<file path="config.mk">
export PLATFORM = sky130hd
export DESIGN_NAME = ysyx_24120013_ifu
export DESIGN_NICKNAME = d
export VERILOG_FILES = /design/src/rtl/ysyx_24120013_pkg.sv /design/src/rtl/ysyx_24120013_ifu.sv
export SDC_FILE = /design/constraint.sdc
export NUM_CORES = 1
export LEC_CHECK = 0
export BUFFER_PORTS_ARGS = -buffer_cell sky130_fd_sc_hd__buf_4
export CAP_MARGIN = 20
export CORE_AREA = 2 2 106 108
export DETAILED_ROUTE_END_ITERATION = 6
export DIE_AREA = 0 0 108 110
export GPL_ROUTABILITY_DRIVEN = 1
export GPL_TIMING_DRIVEN = 1
export PLACE_DENSITY = 0.86
export SETUP_SLACK_MARGIN = 0.4
export SYNTH_ARGS = -nofsm -noshare
export SYNTH_HDL_FRONTEND = slang
export SYNTH_SLANG_ARGS = --single-unit
</file>
<file path="constraint.sdc">
create_clock -name clk -period 2.2 [get_ports clk]
set_input_delay 0.11 -clock clk [delete_from_list [all_inputs] [get_ports clk]]
set_output_delay 0.11 -clock clk [all_outputs]
set_load 0.02 [all_outputs]
</file>
<file path="src/rtl/ysyx_24120013_pkg.sv">
// Shared types and constants for the ysyx_24120013 instruction fetch unit.
package ysyx_24120013_pkg;

    localparam int unsigned IFU_ADDR_W       = 32;
    localparam int unsigned IFU_DATA_W       = 32;
    localparam int unsigned INST_BYTES       = 4;
    localparam logic [31:0] NOP_INST         = 32'h0000_0013;
    localparam logic [31:0] RESET_PC_DEFAULT = 32'h8000_0000;

    typedef enum logic [2:0] {
        IDLE,
        REQ,
        WAIT,
        HOLD,
        FAULT
    } ifu_state_t;

endpackage

</file>
<file path="src/rtl/ysyx_24120013_ifu.sv">
// Instruction fetch unit: owns the PC, one outstanding imem read, valid/ready to the IDU.
// Optional IFU_ALIGN_CHECK_EN: misaligned redirect targets trap into a sticky FAULT state.
module ysyx_24120013_ifu
    import ysyx_24120013_pkg::*;
#(
    parameter int unsigned           ADDR_WIDTH = IFU_ADDR_W,
    parameter int unsigned           DATA_WIDTH = IFU_DATA_W,
    parameter logic [ADDR_WIDTH-1:0] RESET_PC   = ADDR_WIDTH'(RESET_PC_DEFAULT)
) (
    input  logic                  clk,
    input  logic                  rst,
    output logic                  imem_req,
    output logic [ADDR_WIDTH-1:0] imem_addr,
    input  logic                  imem_gnt,
    input  logic                  imem_rvalid,
    input  logic [DATA_WIDTH-1:0] imem_rdata,
    input  logic                  redirect_valid,
    input  logic [ADDR_WIDTH-1:0] redirect_pc,
    output logic [DATA_WIDTH-1:0] IFU_inst,
    output logic [ADDR_WIDTH-1:0] IFU_pc,
    output logic                  IFU_valid,
    input  logic                  IDU_ready,
    output logic                  IFU_fault
);

    ifu_state_t            state_q, state_d;
    logic [ADDR_WIDTH-1:0] pc_q, pc_d;
    logic [ADDR_WIDTH-1:0] addr_q;
    logic [DATA_WIDTH-1:0] inst_q, inst_d;
    logic [ADDR_WIDTH-1:0] ipc_q, ipc_d;
    logic                  valid_q, valid_d;
    logic                  req_q;
    logic                  drop_q, drop_d;
    logic [ADDR_WIDTH-1:0] redir_pc_c;

`ifdef IFU_ALIGN_CHECK_EN
    logic fault_q, fault_d;
    logic redir_bad_c;

    assign redir_pc_c  = redirect_pc;
    assign redir_bad_c = redirect_valid && (redirect_pc[1:0] != 2'b00);
    assign IFU_fault   = fault_q;
`else
    // Without the checker, targets are silently word-aligned.
    assign redir_pc_c  = redirect_pc & ~ADDR_WIDTH'(INST_BYTES - 1);
    assign IFU_fault   = 1'b0;
`endif

    // Next-state, PC and hold-register update.
    always_comb begin
        state_d = state_q;
        pc_d    = pc_q;
        drop_d  = drop_q;
        inst_d  = inst_q;
        ipc_d   = ipc_q;
        valid_d = valid_q;
`ifdef IFU_ALIGN_CHECK_EN
        fault_d = fault_q;
`endif
        case (state_q)
            IDLE: state_d = REQ;
            REQ: begin
                if (redirect_valid) pc_d = redir_pc_c;
                if (imem_gnt) begin
                    state_d = WAIT;
                    drop_d  = redirect_valid;
                end
            end
            WAIT: begin
                if (redirect_valid) begin
                    pc_d   = redir_pc_c;
                    drop_d = 1'b1;
                end
                if (imem_rvalid) begin
                    if (drop_q || redirect_valid) begin
                        drop_d  = 1'b0;
                        state_d = REQ;
                    end else begin
                        inst_d  = imem_rdata;
                        ipc_d   = pc_q;
                        valid_d = 1'b1;
                        state_d = HOLD;
                    end
                end
            end
            HOLD: begin
                // A redirect wins over a same-cycle handshake; the held word is wrong-path.
                if (redirect_valid) begin
                    pc_d    = redir_pc_c;
                    valid_d = 1'b0;
                    state_d = REQ;
                end else if (IDU_ready) begin
                    pc_d    = pc_q + ADDR_WIDTH'(INST_BYTES);
                    valid_d = 1'b0;
                    state_d = REQ;
                end
            end
`ifdef IFU_ALIGN_CHECK_EN
            FAULT: state_d = FAULT;
`endif
            default: state_d = IDLE;
        endcase
`ifdef IFU_ALIGN_CHECK_EN
        if (redir_bad_c && (state_q != IDLE)) begin
            state_d = FAULT;
            pc_d    = pc_q;
            drop_d  = 1'b0;
            valid_d = 1'b0;
            fault_d = 1'b1;
        end
`endif
    end

    always_ff @(posedge clk or negedge rst) begin
        if (!rst) begin
            state_q <= IDLE;
            pc_q    <= RESET_PC;
            addr_q  <= RESET_PC;
            req_q   <= 1'b0;
            drop_q  <= 1'b0;
            inst_q  <= DATA_WIDTH'(NOP_INST);
            ipc_q   <= RESET_PC;
            valid_q <= 1'b0;
        end else begin
            state_q <= state_d;
            pc_q    <= pc_d;
            addr_q  <= pc_d;
            req_q   <= (state_d == REQ);
            drop_q  <= drop_d;
            inst_q  <= inst_d;
            ipc_q   <= ipc_d;
            valid_q <= valid_d;
        end
    end

`ifdef IFU_ALIGN_CHECK_EN
    always_ff @(posedge clk or negedge rst) begin
        if (!rst) fault_q <= 1'b0;
        else      fault_q <= fault_d;
    end
`endif

    assign imem_req  = req_q;
    assign imem_addr = addr_q;
    assign IFU_inst  = inst_q;
    assign IFU_pc    = ipc_q;
    assign IFU_valid = valid_q;

endmodule
</file>
==> flow_results.org <==
** Status
- The run finished, with violations left.
- The final reports fail on hold timing.

** Yosys
- Top flip-flop cell by instance count after synthesis :: sky130_fd_sc_hd__dfrtp_1
- Synthesis produced a netlist whose cell count is 406.
- After synthesis the netlist holds a flip-flop and latch count of just under 100.
- During synthesis, Yosys emitted a total of 0 warnings.
- Counting flops with a built-in enable in the synthesized netlist gives 0.
- The cell area that synthesis handed to floorplanning was ~0.0047 mm^2.
- Mean instance size in the synthesized netlist :: 11.58 um^2
- Synth cell types :: a little under 60
- Summing the sequential cell areas from Yosys gives between 50 and 60% of the chip area.
- Async set-reset flop share out of synthesis :: between 90% and 100%

** Worst setup path
- Critical path buffers and inverters :: 1
- Critical path fanouts, max :: 5
- STA puts the critical path data arrival time at about 2100 ps.
- STA classifies the critical path startpoint as a register.
- R2R cell count :: 5
- In this run the critical register-to-register path is launched from imem_addr[15].
- By startpoint and endpoint, the worst setup path is classified as reg -> reg.
- The endpoint identified for the worst register-to-register timing path is imem_addr[19].
- Worst reg2reg setup slack :: a little under 400 ps
- Slowest stage cell on the critical path :: sky130_fd_sc_hd__or4_4
- Data required time of the critical path :: between 2000 and 2500 ps
- Critical Path Sink Type :: register
- On the worst path, the slowest cell contributes a delay of 590 ps.
- Grouping stages by cell kind, the critical path spends the most delay in simple AND/OR/NAND/NOR gates.
- Worst setup path startpoint :: imem_addr[15]
- The signal on the critical path passes through buf_4 > nand4_1 > or4_4 > nor4_4 > nor3_1.

** Min path
- The worst hold path passes through 3 cells.
- Worst hold start :: redirect_pc[23]
- For hold timing, the worst endpoint is imem_addr[23].
- Hold crit path type :: in -> reg

** Finish
- The net count of the finished layout is between 600 and 700.
- In the final layout, the share of cells above drive strength 1 is a little over 50%.
- From synthesis to final layout, the design area changed by 50.21%.
- With fillers left out, the area of the finished cells amounts to between 0.007 and 0.008 mm^2.
- The number of antenna diodes in the final layout is 0.

** STA
- Setup slack closes at just under 400 ps.
- At the pin with the least slew margin, the transition time is 547.8 ps.
- Setup repair after global routing could not meet its margin everywhere.
- Min Clock Period, post-route :: 1807 ps
- Timing would allow up to about 0.55 GHz.
- Of the available clock period, the critical path in the final layout requires 82.15%.
- Setup Total Neg Slack :: 0 ps
- Across the routed clock network, the largest skew measured is 10.43 ps.
- In this run the tightest slew margin relative to its limit is 63.48%.
- Pins Over Slew Limit :: 0
- Number of hold violations in the final report :: 1
- Hold slack final :: -0.07330 ps
- Final count of negative-setup-slack endpoints :: 0

** Clock network
- The longest clock path from root to sink contains 2 buffers.
- Maximum level of the CTS H-tree :: 3
- Clock transition at the register clock pins on the worst setup and hold paths after CTS :: around 100 ps
- TritonCTS clock tree :: yes
- Buffers inserted during clock tree synthesis total 9.
- Number of clock sinks seen by CTS :: slightly below 100
- Clock latency at the later pin of the worst-skew pair :: about 370 ps
- The root buffer cell chosen for the clock tree is sky130_fd_sc_hd__clkbuf_8.

** Pwr
- For this design the static power due to leakage is 3.303 nW.
- The design draws 0.006315 W.
- In this run the power density over the cells is ~900 mW/mm^2.
- Worst IR drop on VDD :: ~460 uV

** Routing
- After detailed routing, the number of remaining DRC violations is 0.
- The routed design has 13.49 mm of wire.
- The pre-antenna-repair detailed-routing pass consisted of 7 iterations.
- Via count :: 4282
- After detailed routing, the average wire length per cell comes to approximately 17 um.
- Dividing the detail-routed via count by the number of cells gives 5.539.
- Antenna-violating nets left :: 0
- The first routing iteration left 303 violations.

** Die
- 169 I/O pins were placed.
- Die outline width :: roughly 110 um
- The floorplan has 38 rows.
- Measured along the y axis, the die boundary spans approximately 110 um.
- The core region is roughly 0.011 mm^2.
- Die area :: around 0.012 mm^2
- The initial utilization of the core area, before any placement, comes to around 44%.

** Placement
- Post-Place Cell Area :: 0.006193 mm^2
- Port buffering added ~160 buffers.
- Routability-driven placement finished with a final weighted congestion of 0.8441.
- Once detailed placement completed, the half-perimeter wirelength came to 8.966 mm.
- Timing analysis after detailed placement gives a worst setup slack of 254.1 ps.

** GRT
- Total overflow reported by the global router :: 0
- Initial antenna violation count :: 0
- Total global routing track utilization :: 22.35%
- Maximum number of pins on one net before global-route repair :: between 60 and 70
- Global-route wire length before repair :: ~21 mm
- Via count of the first global-routing pass :: 4260

** Run
- Max-cap violations in this run came to 0.
## cells in the mapped netlist (all sizes together) (2+ instances only)
cell	number	area share, %
and2	5	0.67
nand2b	10	1.3
nor3	7	0.75
o22ai	4	0.53
a21oi	18	1.9
o31ai	2	0.32
mux2	62	15
a311oi	11	2.1
a31oi	2	0.27
a211oi	7	1.1
nand2	19	1.5
nand4	9	1.3
buf	11	1.8
inv	4	0.32
and4	4	0.77
dfrtp	93	50
o211ai	3	0.48
or2	2	0.27
and3	5	0.67
o41ai	2	0.37
nor2	16	1.3
nor4b	2	0.37
o2bb2ai	2	0.37
a2111oi	3	0.56
nor2b	2	0.27
o21ai	19	2.0
a22oi	3	0.48
nand3	13	1.7
clkbuf	20	1.6
o311a	2	0.43
dfstp	5	2.8
o32ai	2	0.37
or4	2	0.32
mux2i	11	2.3
nor4	7	1.1
## tightest hold or removal path: cells and delay by family
| family | cells | cell delay [ps] |
|---|---|---|
| and+or+nand+nor | 2 | 140 |
| buffers and inverters | 1 | 90 |
## where the power goes
group	internal, W	switching [W]	leakage, nW
sequential	0.00223	0.000387	1.23
clock	0.000819	0.000628	0.123
combinational	0.00109	0.00117	1.95
## metrics by stage
stage | cells | utilization, %
finish | 773 | 65.99
detailed placement | 702 | 57.89
CTS | 765 | 64.76
global placement | 702 | 57.89
floorplan | 411 | -
global route | 773 | 65.99
## registers in the layout (all words and copies together) (netlist names)
name,flops
drop_q,1
IFU_inst,32
IFU_valid,1
imem_addr,30
state_q,3
IFU_pc,30
imem_req,1
## cells in the final DEF, fill, tap and decap left out, types with 16 or more instances in the layout
cell type                       synthesis  routed
sky130_fd_sc_hd__buf_4                  5     198
sky130_fd_sc_hd__dfrtp_1               93      74
sky130_fd_sc_hd__mux2_2                62      62
sky130_fd_sc_hd__dlygate4sd3_1          0      35
sky130_fd_sc_hd__o21ai_0               19      19
sky130_fd_sc_hd__nand2_1               19      19
sky130_fd_sc_hd__dfrtp_2                0      19
sky130_fd_sc_hd__a21oi_1               18      17
sky130_fd_sc_hd__nor2_1                16      16
## metal layers
| layer | up-vias | track usage (%) | part of all wire (%) | routed length (um) |
|---|---|---|---|---|
| li1 | 1969 | - | - | - |
| met1 | 2116 | 27.78 | 41 | 5557 |
| met2 | 180 | 38.05 | 50 | 6702 |
| met3 | 17 | 6.467 | 7.7 | 1042 |
| met4 | 0 | 6.593 | 1.4 | 187 |
| met5 | - | 0 | 0 | 0 |
## how the worst max path moves through the flow
stage,endpoint,slack [ps],depth (start not counted)
floorplan,imem_addr[28],180,6
global placement,imem_addr[28],300,5
detailed placement,imem_addr[19],250,5
CTS,imem_addr[19],330,5
global route,imem_addr[19],360,5
finish,imem_addr[19],390,5
## cells by family (layout without fill, tap and decap cells)
logic type | Yosys count | count (layout) | synth area share [%]
buffers and inverters | 35 | 257 | 3.727
flip-flops | 98 | 98 | 52.32
multiplexers | 73 | 73 | 17.20
adder cells (fa/ha/maj) | 1 | 1 | 0.2662
AO/OA/AOI/OAI | 89 | 89 | 13.05
AND/OR/NAND/NOR | 109 | 109 | 13.37
other | 1 | 6 | 0.07980
## cell type report
cell class | count | area (um^2)
clock inverter | 4 | 97.59
clock buffer | 12 | 155.1
multi-input combinational | 278 | 2243
inverter | 4 | 15.01
timing repair buffer | 237 | 1891
sequential | 98 | 2482
fill | 789 | 3638
tap | 140 | 175.2
## what timing repair did
action | in CTS | in global routing
pin swaps | 3 | 7
buffers inserted | 12 | 8
hold endpoints to repair | 68 | 0
gates resized for setup | 13 | 17
hold buffers | 35 | 0
setup endpoints to repair | 73 | 37
No activity file was read; power rests on OpenSTA's default activity.
